===== src/rtl/apb4_slave_mem.sv =====
// APB4 completer: word-addressed register memory with byte strobes, runtime wait
// states, PSLVERR signalling and a saturating error counter.
module apb4_slave_mem #(
    parameter int unsigned                APB_BUS_W  = 32,
    parameter int unsigned                APB_ADDR_W = 32,
    parameter int unsigned                MEM_DEPTH  = 64,
    parameter logic [APB_ADDR_W-1:0]      BASE_ADDR  = '0
) (
    input  logic                    clk,
    input  logic                    reset,
    input  logic                    psel,
    input  logic                    penable,
    input  logic                    pwrite,
    input  logic [APB_ADDR_W-1:0]   paddr,
    input  logic [APB_BUS_W-1:0]    pwdata,
    input  logic [APB_BUS_W/8-1:0]  pstrb,
    input  logic [2:0]              pprot,
    input  logic [3:0]              wait_cfg,
    output logic                    pready,
    output logic [APB_BUS_W-1:0]    prdata,
    output logic                    pslverr,
    output logic [15:0]             err_cnt
);

    localparam int unsigned BYTES = APB_BUS_W / 8;
    localparam int unsigned ALIGN = $clog2(BYTES);
    localparam int unsigned IDX_W = $clog2(MEM_DEPTH);
    localparam logic [APB_ADDR_W-1:0] SPAN       = APB_ADDR_W'(MEM_DEPTH * BYTES);
    localparam logic [APB_ADDR_W-1:0] ALIGN_MASK = APB_ADDR_W'(BYTES - 1);

    typedef enum logic [1:0] {IDLE, SETUP, ACCESS} state_t;

    state_t                 state_q, state_d, phase;
    logic [IDX_W-1:0]       idx_q, idx_d;
    logic                   err_q, err_d;
    logic                   wr_q, wr_d;
    logic [3:0]             wcnt_q, wcnt_d;
    logic                   pready_q, pready_d;
    logic [APB_BUS_W-1:0]   prdata_q, prdata_d;
    logic                   pslverr_q, pslverr_d;
    logic [15:0]            err_cnt_q, err_cnt_d;
    logic                   mem_we;

    logic [APB_ADDR_W-1:0]  off;
    logic [IDX_W-1:0]       dec_idx;
    logic                   dec_err;
    logic                   unused_prot;

    logic [APB_BUS_W-1:0]   mem [MEM_DEPTH];

    assign unused_prot = ^pprot[2:1];

    // Underflow of paddr below BASE_ADDR wraps to a huge offset and fails the range test.
    always_comb begin
        off     = paddr - BASE_ADDR;
        dec_idx = off[ALIGN +: IDX_W];
        dec_err = (off >= SPAN)
                | ((paddr & ALIGN_MASK) != '0)
                | (!pwrite && (pstrb != '0))
                | (pwrite && (dec_idx == '0) && !pprot[0]);
    end

    always_comb begin
        state_d   = state_q;
        idx_d     = idx_q;
        err_d     = err_q;
        wr_d      = wr_q;
        wcnt_d    = wcnt_q;
        pready_d  = 1'b0;
        prdata_d  = '0;
        pslverr_d = 1'b0;
        err_cnt_d = err_cnt_q;
        mem_we    = 1'b0;

        // The setup cycle is recognised from the live bus so that a zero-wait
        // transfer can present its registered response in the first access cycle.
        phase = state_q;
        if (state_q != ACCESS && psel && !penable) begin
            phase = SETUP;
        end

        case (phase)
            SETUP: begin
                state_d = ACCESS;
                idx_d   = dec_idx;
                err_d   = dec_err;
                wr_d    = pwrite;
                wcnt_d  = wait_cfg;
                if (wait_cfg == '0) begin
                    pready_d  = 1'b1;
                    pslverr_d = dec_err;
                    if (!pwrite && !dec_err) begin
                        prdata_d = mem[dec_idx];
                    end
                end
            end
            ACCESS: begin
                if (!psel) begin
                    state_d = IDLE;
                end else if (pready_q) begin
                    state_d = IDLE;
                    if (penable) begin
                        mem_we = wr_q && !err_q;
                        if (err_q && (err_cnt_q != '1)) begin
                            err_cnt_d = err_cnt_q + 16'd1;
                        end
                    end
                end else begin
                    wcnt_d = wcnt_q - 4'd1;
                    if (wcnt_q == 4'd1) begin
                        pready_d  = 1'b1;
                        pslverr_d = err_q;
                        if (!wr_q && !err_q) begin
                            prdata_d = mem[idx_q];
                        end
                    end
                end
            end
            default: ;
        endcase
    end

    always_ff @(posedge clk) begin
        if (reset) begin
            state_q   <= IDLE;
            idx_q     <= '0;
            err_q     <= 1'b0;
            wr_q      <= 1'b0;
            wcnt_q    <= '0;
            pready_q  <= 1'b0;
            prdata_q  <= '0;
            pslverr_q <= 1'b0;
            err_cnt_q <= '0;
        end else begin
            state_q   <= state_d;
            idx_q     <= idx_d;
            err_q     <= err_d;
            wr_q      <= wr_d;
            wcnt_q    <= wcnt_d;
            pready_q  <= pready_d;
            prdata_q  <= prdata_d;
            pslverr_q <= pslverr_d;
            err_cnt_q <= err_cnt_d;
        end
    end

    always_ff @(posedge clk) begin
        if (!reset && mem_we) begin
            for (int unsigned k = 0; k < BYTES; k++) begin
                if (pstrb[k]) begin
                    mem[idx_q][k*8 +: 8] <= pwdata[k*8 +: 8];
                end
            end
        end
    end

    assign pready  = pready_q;
    assign prdata  = prdata_q;
    assign pslverr = pslverr_q;
    assign err_cnt = err_cnt_q;

endmodule

===== config.mk =====
export PLATFORM = sky130hd
export DESIGN_NAME = apb4_slave_mem
export DESIGN_NICKNAME = d
export VERILOG_FILES = /design/src/rtl/apb4_slave_mem.sv
export SDC_FILE = /design/constraint.sdc
export NUM_CORES = 2
export LEC_CHECK = 0
export CAP_MARGIN = 25
export CELL_PAD_IN_SITES_DETAIL_PLACEMENT = 1
export CELL_PAD_IN_SITES_GLOBAL_PLACEMENT = 2
export CORE_MARGIN = 2
export CORE_UTILIZATION = 25
export CTS_CLUSTER_SIZE = 16
export DETAILED_ROUTE_END_ITERATION = 7
export GPL_ROUTABILITY_DRIVEN = 0
export PLACE_DENSITY = 0.44
export SLEW_MARGIN = 20
export SYNTH_ARGS = -nofsm -noshare
export SYNTH_HDL_FRONTEND = slang
export SYNTH_SLANG_ARGS = --single-unit

===== constraint.sdc =====
create_clock -name clk -period 3 [get_ports clk]
set_input_delay 0.75 -clock clk [delete_from_list [all_inputs] [get_ports clk]]
set_output_delay 0.75 -clock clk [all_outputs]
set_load 0.005 [all_outputs]

# After elaboration in Yosys (flattened, before gate mapping)
# Memory sizes are Yosys's and may differ from the RTL's. A register that Yosys moved wholly into a read port is not among the register bits.
# Index checks and enable logic that the tools add are counted.
# Widths: inputs -> output; s select.
word_totals:
  reg_bits: 64
  ram_bits: 2048
  input_bits: 80
  out_inout_bits: 50
  word_cells: 91
  memories: 1
classes:
  n_addsub: 2
  n_lt_le_gt_ge: 1
  n_eq_ne: 8
  n_mux: 42
  bitwise: 3
  reduce_logical: 25
mem_list:
  columns: ["memory", "depth", "width", "rd", "rd_clocked_by_memory_dff", "write_ports", "line_no", "source"]
  rows:
  - ["mem", 64, 32, 2, 1, 1, "49", "logic [APB_BUS_W-1:0] mem [MEM_DEPTH];"]
ops:
  columns: ["op", "count"]
  rows:
  - ["$mux 32", 6]
  - ["$pmux 32 s2", 1]
  - ["$ge 32x9->1 const B", 1]
  - ["$reduce_bool 32->1", 1]
  - ["$mux 1", 24]
  - ["$add 16x1->16 const B", 1]
  - ["$ne 16x16->1 const B", 1]
  - ["$mux 6", 2]
  - ["$logic_and 1x1->1", 10]
  - ["$mux 4", 2]
  - ["$pmux 4 s2", 1]
  - ["$logic_not 1->1", 7]
  - ["$logic_not 6->1", 1]
  - ["$mux 2", 3]
  - ["$ne 2x2->1 const B", 3]
  - ["$reduce_and 5->1", 1]
  - ["$eq 4x1->1 const B", 1]
  - ["$logic_not 4->1", 1]
  - ["$pmux 1 s2", 2]
  - ["$pmux 2 s2", 1]
  - ["$reduce_bool 4->1", 1]
  - ["$sub 4x1->4 const B", 1]
  - ["$ne 3x3->1 const B", 1]
  - ["$or 1x1->1", 3]
  - ["other kinds (5)", 5]

# Logic depth before layout (Yosys ltp)
depth:
  depth_word: 9
  ltp_mapped: 13
  depth_no_buf: 8

# Least setup slack after synthesis
# OpenSTA, ideal clock, no wires.
synth_timing:
  path_type: "input-to-reg"
  startpoint: "input port psel"
  endpoint: "memory mem[10][0], enable pin"
  setup_ns: 0.370
  t_arrival_ns: 2.412
  required_time_ns: 2.630
  setup_slack_ns: 0.217
  cell_stages: 6
  n_path_buf: 2
  path_cell_list: "buf_2 -> nand4_1 -> nor4b_1 -> nand2_1 -> clkbuf_1 -> nor2_1"
synth_via:
  elab_chain_cells: 8
  elab_cells_between_ends: 9
  cone_classes: "eq/ne: 1; mux: 5; reduce/logical: 3"
synth_rtl:
  columns: ["element", "line_no", "source"]
  rows:
  - ["start, declared", "11", "input logic psel,"]
  - ["$logic_and 1x1->1 (2 in a row)", "78", "if (state_q != ACCESS && psel && !penable) begin"]
  - ["$mux 2", "78", null]
  - ["$eq 2x2->1", "82", "case (phase)"]
  - ["$mux 1 (*)", "82", null]
  - ["$logic_and 1x1->1 (*)", "148", "if (!reset && mem_we) begin"]
  - ["$mux 1 (*)", "148", null]
  - ["$mux 1 (implied by the code) (*)", "151", "mem[idx_q][k*8 +: 8] <= pwdata[k*8 +: 8];"]
  - ["end, declared", "49", null]
# Mark *: on every way between the ends. The rest lies on a longest branch, timed or not.

==> results.yml <==
run_status:
  status: "complete, but fails checks"
  violations: "setup timing"
pwr:
  vdd_drop_max_mv: 0.3877
  leakage_nw: 40.90
  powerDensity_nw_per_um2: 554.9
sta:
  fin_ws_ps: -6.169
  tightest_slew_ps: 1140
  hold_viol: 0
  fin_crit_ps: 3006
  max_freq_mhz: 332.6
  rsz0062_at_grt: "no"
  skew_ps: 54.95
  finalSetupViolCount: 1
  min_period_over_period_pct: 100.2
  final_max_slew_viol_count: 0
  maxSlewHeadroom_pct: 23.84
worst_setup_path:
  cp.required_ps: 3780
  slowest_stage: "mux4_2"
  r2r_cells: 9
  end_kind: "flip-flop"
  crit_family: "multiplexers"
  worstPathMaxFanout: 11
  crit_arrival_ps: 3790
  cpPeakStageDelay_ps: 550
  crit_path_start_kind: "flip-flop"
  crit_chain: "buf_12 > buf_4 > buf_6 > mux4_2 > mux4_2 > o211ai_1 > buf_4 > a21oi_1 > a21o_1"
  critical_path_class: "reg2reg"
  path_depth: 9
  path_buf_inv: 4
synth:
  synth_edf_count: 2048
  yosysSeqAreaShare_pct: 62.68
  ys_ff_latch: 2117
  synthFlopType: "edfxtp_1"
  synth_area_leaders: "edfxtp_1, mux4_2, mux4_1"
  synth.net_count: 5346
  postSynthCellCount: 5263
  synth_area_um2: 100300
  synth_top_area_cell: "edfxtp_1"
  synth.top_cell.area_share_pct: 61.30
  ys_types: 95
  post_synth.cell_area_avg_um2: 19.06
  synthArstFlopShare_pct: 0
  yosys_warnings: 0
floorplan:
  die_h_um: 637.5
  core_um2: 399400
  fp.dieW_um: 637.5
  dieArea_um2: 406400
  num_io_pins: 130
  initial_core_util_pct: 25.12
  fp-row-count: 232
grt:
  grt-ovfl-total: 0
  grtUsageMet2_pct: 37.28
  use_met1_pct: 29.70
  gr-max-usage-layer: "met2"
  grt_util_met3_pct: 3.301
  track_usage_pct: 22.11
  grt_pass1_vias: 65560
  antenna_found_initial: 54
  grt_pass1_wl_um: 611900
  grt_start_max_net_pins: 65
drt:
  drt_iter0_drc: 6246
  routed_wl_um: 456400
  antenna_left: 0
  dr_total_vias: 61880
  drc: 0
  dr.pass1.iters: 5
  routedWlPerCell_um: 38.52
  avgViaCountPerCell: 5.223
clocking:
  cts.sinks: 2117
  cts.reportedPaths.clkPinSlew_ps: 60
  clk_latency_ps: 920
  cts_tree: "yes"
  htree_levels: 5
  root_buffer: "clkbuf_16"
  cts_made_buffers: 269
  holdBufCountCts: 0
  clockBufferDepth: 4
run:
  cap_viol_max_count: 0
final_layout:
  final_common_cell: "edfxtp_1"
  nets: 6438
  fin_area_um2: 126600
  mostFrequentLayoutCells: "edfxtp_1, mux4_2, buf_4, buf_12, nor2_1"
  nFillCells: 40340
  drive_gt1_share_pct: 36.98
  syn_to_final_growth_pct: 26.21
worst_hold_path:
  min_delay_path_depth: 1
  hold_path_class: "in2reg"
placement:
  dp_slack_ps: -655.6
  hpwl_um: 327400
  place_area_um2: 117900
  portBuffers: 127
cell type report:
type / count / area, µm² / area share (%)
antenna: 21 / 52.55 / 0.04150
clock buffer: 352 / 7159 / 5.654
timing repair buffer: 1231 / 14380 / 11.36
inverter: 14 / 67.56 / 0.05336
clock inverter: 125 / 1230 / 0.9714
multi-input combinational: 2722 / 34240 / 27.04
tap: 5265 / 6588 / 5.203
sequential: 2117 / 62900 / 49.68
metrics by stage:
stage | cells | total power (W) | hold slack [ps] | TNS [ps] | util (%)
2_1_floorplan | 5263 | 0.03588 | 457.0 | 0 | -
3_3_place_gp | 11330 | 0.03915 | 484.2 | -811280 | 29.51
3_5_place_dp | 11330 | 0.03916 | 515.1 | -751140 | 29.51
4_1_cts | 11820 | 0.07116 | 178.1 | -75.76 | 31.66
5_1_grt | 11830 | 0.07238 | 215.1 | 0 | 31.69
6_report | 11850 | 0.07026 | 254.5 | -6.169 | 31.70
cell usage after synthesis, drive strengths merged (34+ instances only):
cell,count
mux2i,343
nand2,238
o211ai,34
nand3,58
dfxtp,69
mux4,969
mux2,44
clkbuf,129
buf,279
a2111oi,47
o22ai,67
nor2,374
a221oi,65
a21oi,66
edfxtp,2048
o21ai,57
timing repair:
action	CTS	global route
gates cloned	0	1
buffers inserted	13	0
resized for setup	13	10
setup endpoints to repair	29	8
pin swaps	1	0
layer usage:
metal	routed length, µm	part of all wire [%]
met1	198600	44
met2	222600	49
met3	22410	4.9
met4	12650	2.8
met5	68	0.015
path summary, 6_finish.rpt:
| kind | slack, ps | start | end |
|---|---|---|---|
| worst min register to register | 520 | wcnt_q[1]$_SDFFE_PP0P_ | wcnt_q[1]$_SDFFE_PP0P_ |
| worst max register to register | -6 | flip-flop | prdata[0]$_SDFF_PP0_ |
| worst max-delay path | -6 | flip-flop | prdata[0]$_SDFF_PP0_ |
| worst min-delay path | 250 | pwdata[25] | mem[25][25]$_DFFE_PP_ |
kinds of logic after synthesis:
family,after synthesis,synth area share (%)
and+or+nand+nor,828,3.611
DFF,2117,62.68
muxes,1356,26.32
buffers and inverters,424,3.374
AOI/OAI and AO/OA,527,3.907
xor gates and xnor gates,8,0.06985
adders and majority gates,3,0.03742
flip-flops by register name (all words and copies together) (netlist names), named ones only:
name     flops
mem       2048
prdata      32
err_cnt     16
idx_q        6
wcnt_q       4
err_q        1
pready       1
pslverr      1
state_q      1
wr_q         1
power by group:
part	internal, W	switching (W)
clock network	0.0183	0.0134
registers	0.0324	0.0000355
logic	0.00248	0.00360
total	0.0532	0.0171
No activity file was read; power rests on OpenSTA's default activity.
